--- config.mk ---
export PLATFORM = sky130hd
export DESIGN_NAME = vga_scan_gen
export DESIGN_NICKNAME = d
export VERILOG_FILES = /design/src/rtl/vga_pkg.sv /design/src/rtl/vga_pix_div.sv /design/src/rtl/vga_scan_gen.sv
export SDC_FILE = /design/constraint.sdc
export NUM_CORES = 1
export LEC_CHECK = 0
export ABC_AREA = 1
export CAP_MARGIN = 20
export CORE_MARGIN = 1.5
export CORE_UTILIZATION = 55
export CTS_CLUSTER_SIZE = 40
export DETAILED_ROUTE_END_ITERATION = 8
export PLACE_DENSITY_LB_ADDON = 0.1
export REMOVE_ABC_BUFFERS = 1
export SLEW_MARGIN = 5
export SYNTH_ARGS = -nofsm -noshare
export SYNTH_HDL_FRONTEND = slang
export SYNTH_SLANG_ARGS = --single-unit
export TNS_END_PERCENT = 10
--- constraint.sdc ---
create_clock -name clk -period 1.7 [get_ports clk]
set_input_delay 0.255 -clock clk [delete_from_list [all_inputs] [get_ports clk]]
set_output_delay 0.255 -clock clk [all_outputs]
set_load 0.1 [all_outputs]
--- src/rtl/vga_pkg.sv ---
// Shared VGA timing constants and coordinate widths for the scan generator
// and the downstream bounds checkers.
package vga_pkg;

  localparam int H_ACTIVE = 640;
  localparam int H_FP     = 16;
  localparam int H_SYNC   = 96;
  localparam int H_BP     = 48;
  localparam int V_ACTIVE = 480;
  localparam int V_FP     = 10;
  localparam int V_SYNC   = 2;
  localparam int V_BP     = 33;

  localparam int H_TOTAL = H_ACTIVE + H_FP + H_SYNC + H_BP;
  localparam int V_TOTAL = V_ACTIVE + V_FP + V_SYNC + V_BP;

  localparam int X_W   = 10;
  localparam int Y_W   = 9;
  localparam int CNT_W = 10;

endpackage

--- src/rtl/vga_pix_div.sv ---
// Pixel-rate divider: o_tick is high for one clk out of every CLK_DIV clks
// (constantly high when CLK_DIV is 1).
module vga_pix_div #(
  parameter int CLK_DIV = 2
) (
  input  logic clk,
  input  logic resetn,
  output logic o_tick
);

  localparam int DIV_W = (CLK_DIV > 1) ? $clog2(CLK_DIV) : 1;
  localparam logic [DIV_W-1:0] DIV_LAST = DIV_W'(CLK_DIV - 1);

  logic [DIV_W-1:0] r_div_cnt;

  // NOTE: sequential state uses non-blocking assignments so every flop samples
  // pre-edge values regardless of block evaluation order.
  always_ff @(posedge clk or negedge resetn) begin
    if (!resetn) begin
      r_div_cnt <= '0;
    end else if (r_div_cnt == DIV_LAST) begin
      r_div_cnt <= '0;
    end else begin
      r_div_cnt <= r_div_cnt + 1'b1;
    end
  end

  assign o_tick = (r_div_cnt == DIV_LAST);

endmodule

--- src/rtl/vga_scan_gen.sv ---
// Raster scan generator: pixel coordinates, syncs, active video and strobes.
// Optional build macro VGA_SCAN_LOOKAHEAD_EN makes curr_x/curr_y/active lead the syncs by one tick.
module vga_scan_gen #(
  parameter int CLK_DIV  = 2,
  parameter int H_ACTIVE = vga_pkg::H_ACTIVE,
  parameter int H_FP     = vga_pkg::H_FP,
  parameter int H_SYNC   = vga_pkg::H_SYNC,
  parameter int H_BP     = vga_pkg::H_BP,
  parameter int V_ACTIVE = vga_pkg::V_ACTIVE,
  parameter int V_FP     = vga_pkg::V_FP,
  parameter int V_SYNC   = vga_pkg::V_SYNC,
  parameter int V_BP     = vga_pkg::V_BP
) (
  input  logic                   clk,
  input  logic                   resetn,
  output logic                   pix_en,
  output logic [vga_pkg::X_W-1:0] curr_x,
  output logic [vga_pkg::Y_W-1:0] curr_y,
  output logic                   active,
  output logic                   hsync,
  output logic                   vsync,
  output logic                   line_start,
  output logic                   frame_start
);

  import vga_pkg::*;

  localparam int H_TOT = H_ACTIVE + H_FP + H_SYNC + H_BP;
  localparam int V_TOT = V_ACTIVE + V_FP + V_SYNC + V_BP;

  localparam logic [CNT_W-1:0] H_LAST  = CNT_W'(H_TOT - 1);
  localparam logic [CNT_W-1:0] V_LAST  = CNT_W'(V_TOT - 1);
  localparam logic [CNT_W-1:0] H_VIS   = CNT_W'(H_ACTIVE);
  localparam logic [CNT_W-1:0] V_VIS   = CNT_W'(V_ACTIVE);
  localparam logic [CNT_W-1:0] HS_BEG  = CNT_W'(H_ACTIVE + H_FP);
  localparam logic [CNT_W-1:0] HS_END  = CNT_W'(H_ACTIVE + H_FP + H_SYNC);
  localparam logic [CNT_W-1:0] VS_BEG  = CNT_W'(V_ACTIVE + V_FP);
  localparam logic [CNT_W-1:0] VS_END  = CNT_W'(V_ACTIVE + V_FP + V_SYNC);

  logic             w_tick;
  logic [CNT_W-1:0] r_h_cnt, r_v_cnt;
  logic [CNT_W-1:0] w_h_nxt, w_v_nxt;
  logic [CNT_W-1:0] w_pos_h, w_pos_v;
  logic             w_h_last, w_v_last;
  logic             w_active, w_hsync, w_vsync;
  logic             w_wrap_h, w_wrap_v;
  logic             r_started;

  vga_pix_div #(.CLK_DIV(CLK_DIV)) u_pix_div (
    .clk    (clk),
    .resetn (resetn),
    .o_tick (w_tick)
  );

  // The counters hold the position presented on the next pixel tick, so the
  // first tick after reset presents (0,0) and the wrap back to (0,0) is the
  // tick that carries the strobes.
  always_comb begin
    w_h_last = (r_h_cnt == H_LAST);
    w_v_last = (r_v_cnt == V_LAST);
    w_h_nxt  = w_h_last ? '0 : r_h_cnt + 1'b1;
    w_v_nxt  = r_v_cnt;
    if (w_h_last) begin
      w_v_nxt = w_v_last ? '0 : r_v_cnt + 1'b1;
    end
  end

`ifdef VGA_SCAN_LOOKAHEAD_EN
  assign w_pos_h = w_h_nxt;
  assign w_pos_v = w_v_nxt;
`else
  assign w_pos_h = r_h_cnt;
  assign w_pos_v = r_v_cnt;
`endif

  assign w_active = (w_pos_h < H_VIS) && (w_pos_v < V_VIS);
  assign w_hsync  = !((r_h_cnt >= HS_BEG) && (r_h_cnt < HS_END));
  assign w_vsync  = !((r_v_cnt >= VS_BEG) && (r_v_cnt < VS_END));

  // The very first (0,0) after reset is a start, not a wrap: no strobe.
  assign w_wrap_h = r_started && (r_h_cnt == '0);
  assign w_wrap_v = w_wrap_h && (r_v_cnt == '0);

  always_ff @(posedge clk or negedge resetn) begin
    if (!resetn) begin
      r_h_cnt     <= '0;
      r_v_cnt     <= '0;
      r_started   <= 1'b0;
      pix_en      <= 1'b0;
      curr_x      <= '0;
      curr_y      <= '0;
      active      <= 1'b0;
      hsync       <= 1'b1;
      vsync       <= 1'b1;
      line_start  <= 1'b0;
      frame_start <= 1'b0;
    end else begin
      pix_en      <= w_tick;
      line_start  <= w_tick && w_wrap_h;
      frame_start <= w_tick && w_wrap_v;
      if (w_tick) begin
        r_started <= 1'b1;
        r_h_cnt   <= w_h_nxt;
        r_v_cnt   <= w_v_nxt;
        curr_x    <= w_active ? w_pos_h : '0;
        curr_y    <= w_active ? w_pos_v[Y_W-1:0] : '0;
        active    <= w_active;
        hsync     <= w_hsync;
        vsync     <= w_vsync;
      end
    end
  end

endmodule

==> results.tsv, run 1 <==
stage	metric	value	unit
status	outcome	finished clean	
routing	final_antenna_net_count	0	
clocking	h-tree-depth	2	
grt	grt.overflow.total	0	
grt	grt_pass1_vias	1688	
setup_path	cp_slowest_stage_delay	0.43	ns
clocking	cts_tree	built	
grt	grt_max_degree	31	
timing	tightest_slew	0.412	ns
clocking	cts_root_buf	clkbuf_8	
setup_path	critPathSlowestCell	dfrtp_1	
routing	first_pass_iters	4	
synth	synthDistinctLibCells	26	
finish	layout_common_cells	nand2_1 (61), dfrtp_1 (45), inv_1 (29)	
setup_path	crit_buf_inv	1	
clocking	clk_pin_slew	0.09	ns
timing	rsz0062_at_grt	false	
floorplanning	fp-row-count	22	
clocking	cts_resized	0	
timing	slew_headroom	72.5	%
clocking	cts_buffers	5	
placed_design	routabilityCongestion	0.806	
clocking	clock_sinks	47	
setup_path	worst_ep_required_time	1.89	ns
timing	finalCritPeriodShare	88.7	%
power_and_ir_drop	p_total	1.82	mW
placed_design	place_hpwl	3180	µm
finish	fin_cells	334	
routing	drc	0	
setup_path	cp-end-kind	flop	
timing	skew	0.00444	ns
setup_path	worstSetupPathType	reg -> reg	
min_path	hold_class	in -> async	
finish	multiInputGateArea	870	µm²
routing	vias_per_cell	5.29	
setup_path	arrival	1.70	ns
synth	synth_warnings	0	
clocking	clk_latency	0.31	ns
power_and_ir_drop	peakVddDrop	0.000646	V
finish	layout.cells.most_common	nand2_1	
timing	finalCriticalPeriod	1.51	ns
run	maxCapViolations	0	
floorplanning	fp.dieW	66.4	µm
finish	drive_gt1_share	19.6	%
finish	diodes	0	
placed_design	place_inst	325	
setup_path	worstReg2RegStart	r_h_cnt[7]	
floorplanning	io_pins	27	
grt	grt_pass1_wl	7650	µm
clocking	max-clock-path-buffers	2	
grt	grt_use_total	23.4	%
synth	synth_seq_cells	47	
power_and_ir_drop	power_density	635	nW/µm²
synth	syn_inst	254	
routing	drt_first_iter_violations	131	
finish	post-route-cell-area	2860	µm²
setup_path	path_cells	inv_1, nand2_1, nor2_2, nand4_2, nand2_1, o21ai_2	
timing	fin_tns_setup	0	ns
timing	setup_viol	0	
power_and_ir_drop	p_leak	1.39	nW
grt	antenna_found_initial	0	
placed_design	placed_cell_area	2770	µm²
setup_path	cpMostUsedCell	nand2_1	
setup_path	startpoint_type	flop	
timing	fmax	663	MHz
timing	hold_viol_final	0	
routing	wl	4340	µm
finish	regArea	1180	µm²
synth	ys_seq_area_share	53.3	%
setup_path	path_delay_family	simple AND/OR/NAND/NOR gates	
routing	avgRoutedWirePerCell	13.0	µm
placed_design	port_buffers	26	
synth	avgSynthCellArea	8.71	µm²
finish	nets	291	
setup_path	startpoint	r_h_cnt[7]	
timing	maxSlewViolCount	0	
floorplanning	dieArea	4410	µm²
routing	vias	1768	
finish	fill_cells	252	
synth	synthesis.area	2210	µm²
floorplanning	dieHeight	66.4	µm
finish	area_growth	29.5	%
floorplanning	initial_core_util	58.7	%
floorplanning	core	3770	µm²
setup_path	path_max_fanout	12	
## synthesized netlist by cell type
cell | number | area (µm²)
a21oi_1 | 1 | 5.00
a22o_1 | 1 | 8.76
buf_2 | 2 | 10.0
buf_4 | 2 | 15.0
buf_6 | 2 | 22.5
dfrtp_1 | 45 | 1130
dfstp_2 | 2 | 52.6
ha_1 | 4 | 50.1
inv_1 | 29 | 109
inv_2 | 2 | 7.51
nand2_1 | 61 | 229
nand2_2 | 1 | 6.26
nand3_1 | 23 | 115
nand3_2 | 1 | 10.0
nand4_1 | 6 | 37.5
nand4_2 | 1 | 12.5
nor2_1 | 18 | 67.6
nor2_2 | 5 | 31.3
nor2_4 | 2 | 22.5
nor3_1 | 5 | 25.0
nor4_1 | 1 | 6.26
o21ai_0 | 17 | 85.1
o21ai_1 | 11 | 55.1
o21ai_2 | 4 | 35.0
or2_2 | 1 | 6.26
xor2_1 | 7 | 61.3
## through the flow
step / util (%) / worst slack (ns) / hold slack (ns)
detailed placement: 73.3 / 0.216 / 0.210
floorplan: - / 0.362 / -0.0406
global placement: 73.3 / 0.258 / 0.209
global route: 75.9 / 0.0319 / 0.442
CTS: 75.9 / 0.190 / 0.420
finish: 75.9 / 0.192 / 0.404
## cells by family (layout without fill, tap and decap cells)
group	count (synthesis)	count (layout)	share of synthesized area (%)
XOR/XNOR	7	7	2.77
AND/OR/NAND/NOR	125	125	25.7
flip-flops	47	47	53.3
buffers and inverters	37	69	7.41
adder cells (fa/ha/maj)	4	4	2.26
AO/OA/AOI/OAI	34	34	8.54
## final timing paths
path | cells past startpoint | slack [ns] | endpoint
max | 6 | 0.19 | r_v_cnt[6]
max reg2reg | 6 | 0.19 | r_v_cnt[6]
max in group asynchronous | 3 | 0.74 | hsync
min in group clk | 2 | 0.46 | r_started
min reg2reg | 2 | 0.46 | r_started
min | 2 | 0.40 | curr_y[1]
## routing by layer
metal  up-vias  share of wire, %  wire [µm]  global-route usage [%]
met5         -                 0          0                       0
met4         0               1.5         63                    9.69
met3         6               4.7        205                    5.79
met2        48                48       2060                    37.5
met1       836                46       2000                    30.5
li1        878                 -          -                       -
## worst reg2reg max path: stages, from the launching register on
cell and delay (ns):
dfrtp_1 0.43, inv_1 0.11, nand2_1 0.08, nor2_2 0.19, nand4_2 0.33, nand2_1 0.19
o21ai_2 0.06
## sequential cells by signal, indices dropped and copies added, names as in the netlist, 9 cells and up
| signal | cells |
|---|---|
| curr_x | 10 |
| curr_y | 9 |
| r_v_cnt | 10 |
| r_h_cnt | 10 |
## what timing repair did
| item | 4_1_cts | 5_1_grt |
|---|---|---|
| buffers inserted | 0 | 0 |
| endpoints found under the hold margin | 16 | 0 |
| hold buffers | 1 | 0 |
## final cells by class
class                           count  share of cell area (%)
Inverter                           31                    4.06
Sequential cell                    47                    41.2
Tap cell                           48                    2.10
Timing Repair Buffer               30                    19.2
Multi-Input combinational cell    170                    30.4
Clock buffer                        5                    2.40
Clock inverter                      3                   0.699
## power by group
part,switching (mW),internal (mW),leakage (nW),total (mW)
combinational,0.0213,0.00692,0.742,0.0282
sequential,0,1.12,0.607,1.12
clock,0.386,0.286,0.0402,0.673
(Power assumes the default switching activity.)
==> inputs of run 2 (changes only) <==
GPL_TIMING_DRIVEN = 1   (was default)
==> results of run 2 <==
Final layout, timing and power as in run 1 (identical DEF).
==> inputs of run 3 (changes only) <==
CELL_PAD_IN_SITES_DETAIL_PLACEMENT = 0   (was default)
CELL_PAD_IN_SITES_GLOBAL_PLACEMENT = 1   (was default)
CORE_MARGIN = 4   (was 1.5)
CORE_UTILIZATION = 41   (was 55)
clock period = 1.5 ns   (was 1.7 ns; I/O delays follow)
==> results.tsv, run 3 (same netlist as run 1, synthesis figures left out) <==
stage	metric	value	unit
power_and_ir_drop	p_leak	1.46	nW
floorplanning	io_pins	27	
timing	tightest_slew	0.372	ns
routing	avgRoutedWirePerCell	12.7	µm
timing	hold_viol_final	0	
routing	drt_first_iter_violations	94	
setup_path	cp-end-kind	flop	
finish	layout_common_cells	nand2_1 (61), dfrtp_1 (45), inv_1 (29)	
power_and_ir_drop	sequentialPowerShare	61.9	%
placed_design	place_hpwl	3440	µm
status	outcome	finished clean	
power_and_ir_drop	power_density	680	nW/µm²
power_and_ir_drop	p_comb_share	1.6	%
clocking	cts_buffers	5	
routing	final_antenna_net_count	0	
routing	vias_per_cell	4.74	
power_and_ir_drop	power.share.switching	21.7	%
routing	vias	1748	
clocking	clk_pin_slew	0.08	ns
setup_path	arrival	1.57	ns
finish	largestRegisters	curr_x: 10 flops, r_h_cnt: 10 flops, r_v_cnt: 10 flops	
setup_path	cp_slowest_stage_delay	0.37	ns
timing	finalCriticalPeriod	1.37	ns
timing	skew	0.00485	ns
floorplanning	fp.dieW	81.5	µm
grt	grt.overflow.total	0	
finish	diodes	0	
setup_path	path_cells	ha_1, nand3_1, nor2_2, nand3_1, xor2_1, nor2_1	
timing	finalCritPeriodShare	91.5	%
setup_path	worstSetupPathType	reg -> reg	
setup_path	path_max_fanout	3	
timing	rsz0062_at_grt	true	
finish	fill_cells	470	
clocking	h-tree-depth	2	
timing	slew_headroom	75.2	%
routing	first_pass_iters	4	
run	maxCapViolations	0	
grt	grt_use_total	16.8	%
timing	fmax	729	MHz
floorplanning	dieHeight	81.5	µm
grt	grt_pass1_vias	1739	
placed_design	placed_cell_area	2900	µm²
floorplanning	core	5170	µm²
setup_path	critPathSlowestCell	dfrtp_1	
clocking	max-clock-path-buffers	2	
finish	post-route-cell-area	3010	µm²
floorplanning	initial_core_util	42.8	%
power_and_ir_drop	switching_power	0.443	mW
power_and_ir_drop	p_int	1.60	mW
power_and_ir_drop	peakVddDrop	0.000476	V
timing	maxSlewViolCount	0	
grt	grt_max_degree	33	
finish	utilization	58.1	%
finish	nets	304	
placed_design	routabilityCongestion	0.805	
power_and_ir_drop	clkPwrFrac	36.5	%
placed_design	port_buffers	26	
setup_path	startpoint_type	flop	
finish	area_growth	35.9	%
routing	drc	0	
timing	setup_viol	0	
setup_path	worst_ep_required_time	1.69	ns
routing	wl	4690	µm
floorplanning	dieArea	6630	µm²
clocking	cts_root_buf	clkbuf_8	
grt	grt_pass1_wl	8360	µm
min_path	hold_class	in -> async	
floorplanning	fp-row-count	26	
grt	antenna_found_initial	0	
clocking	cts_tree	built	
setup_path	cpMostUsedCell	nand3_1	
clocking	clock_sinks	47	
clocking	clk_latency	0.30	ns
finish	drive_gt1_share	22.7	%
finish	layout.cells.most_common	nand2_1	
## run 3: cell count changes in the layout (fill, tap and decap cells not counted)
cell	delta
clkinvlp_4	-2
clkbuf_1	+2
nand2_4	+1
nor2_4	+1
nand2_2	-1
nor2_1	-1
buf_4	+12
buf_12	+1
## run 3: layout make-up
cell class / instances / area [µm²] / share of cell area (%)
Sequential cell: 47 / 1180 / 39.2
Multi-Input combinational cell: 170 / 882 / 29.3
Timing Repair Buffer: 43 / 661 / 22.0
Inverter: 31 / 116 / 3.87
Tap cell: 70 / 87.6 / 2.91
Clock buffer: 7 / 76.3 / 2.54
Clock inverter: 1 / 5.00 / 0.166
## run 3: worst max-delay path: cells and delay by family, from the launching register on
| kind | cells | cell delay (ns) |
|---|---|---|
| flops | 1 | 0.37 |
| simple gates | 4 | 0.48 |
| fa+ha+maj | 1 | 0.19 |
| xor+xnor | 1 | 0.21 |
## run 3: through the flow
step	hold WS (ns)	power, mW	instances	setup TNS, ns	setup slack, ns
4_1_cts	0.374	2.08	368	0	0.0768
2_1_floorplan	-0.0706	1.29	248	0	0.162
5_1_grt	0.395	2.13	369	-0.0115	-0.0115
3_5_place_dp	0.160	1.32	359	0	0.106
6_report	0.368	2.04	369	0	0.127
3_3_place_gp	0.156	1.32	359	0	0.142
## run 3: final timing paths
check,startpoint,endpoint,slack (ns),cells past startpoint
max,r_h_cnt[0],r_h_cnt[8],0.13,6
min,resetn,curr_x[5],0.37,2
max reg2reg,r_h_cnt[0],r_h_cnt[8],0.13,6
min reg2reg,r_started,r_started,0.45,2
max in group asynchronous,resetn,vsync,0.58,3
min in group clk,r_started,r_started,0.45,2
## run 3: what timing repair did
item                                    in CTS  in global routing
hold buffers                                 1                  0
gates resized for setup                      0                  3
setup buffers                                0                  1
endpoints found under the setup margin       0                 15
hold endpoints to repair                    14                  0
## run 3: layer usage
| layer | vias to the layer above | track usage, % | part of all wire (%) |
|---|---|---|---|
| li1 | 905 | - | - |
| met1 | 785 | 23.6 | 49 |
| met2 | 49 | 24.3 | 43 |
| met3 | 9 | 4.61 | 6.6 |
| met4 | 0 | 6.93 | 1.8 |
| met5 | - | 0 | 0 |
## run 3: power groups by stage
stage	Combinational [mW]	Clock, mW	Sequential, mW
2_1_floorplan	0.000000494	0	1.29
3_3_place_gp	0.0331	0	1.29
3_5_place_dp	0.0330	0	1.29
4_1_cts	0.0355	0.777	1.27
5_1_grt	0.0391	0.830	1.27
6_report	0.0327	0.746	1.27
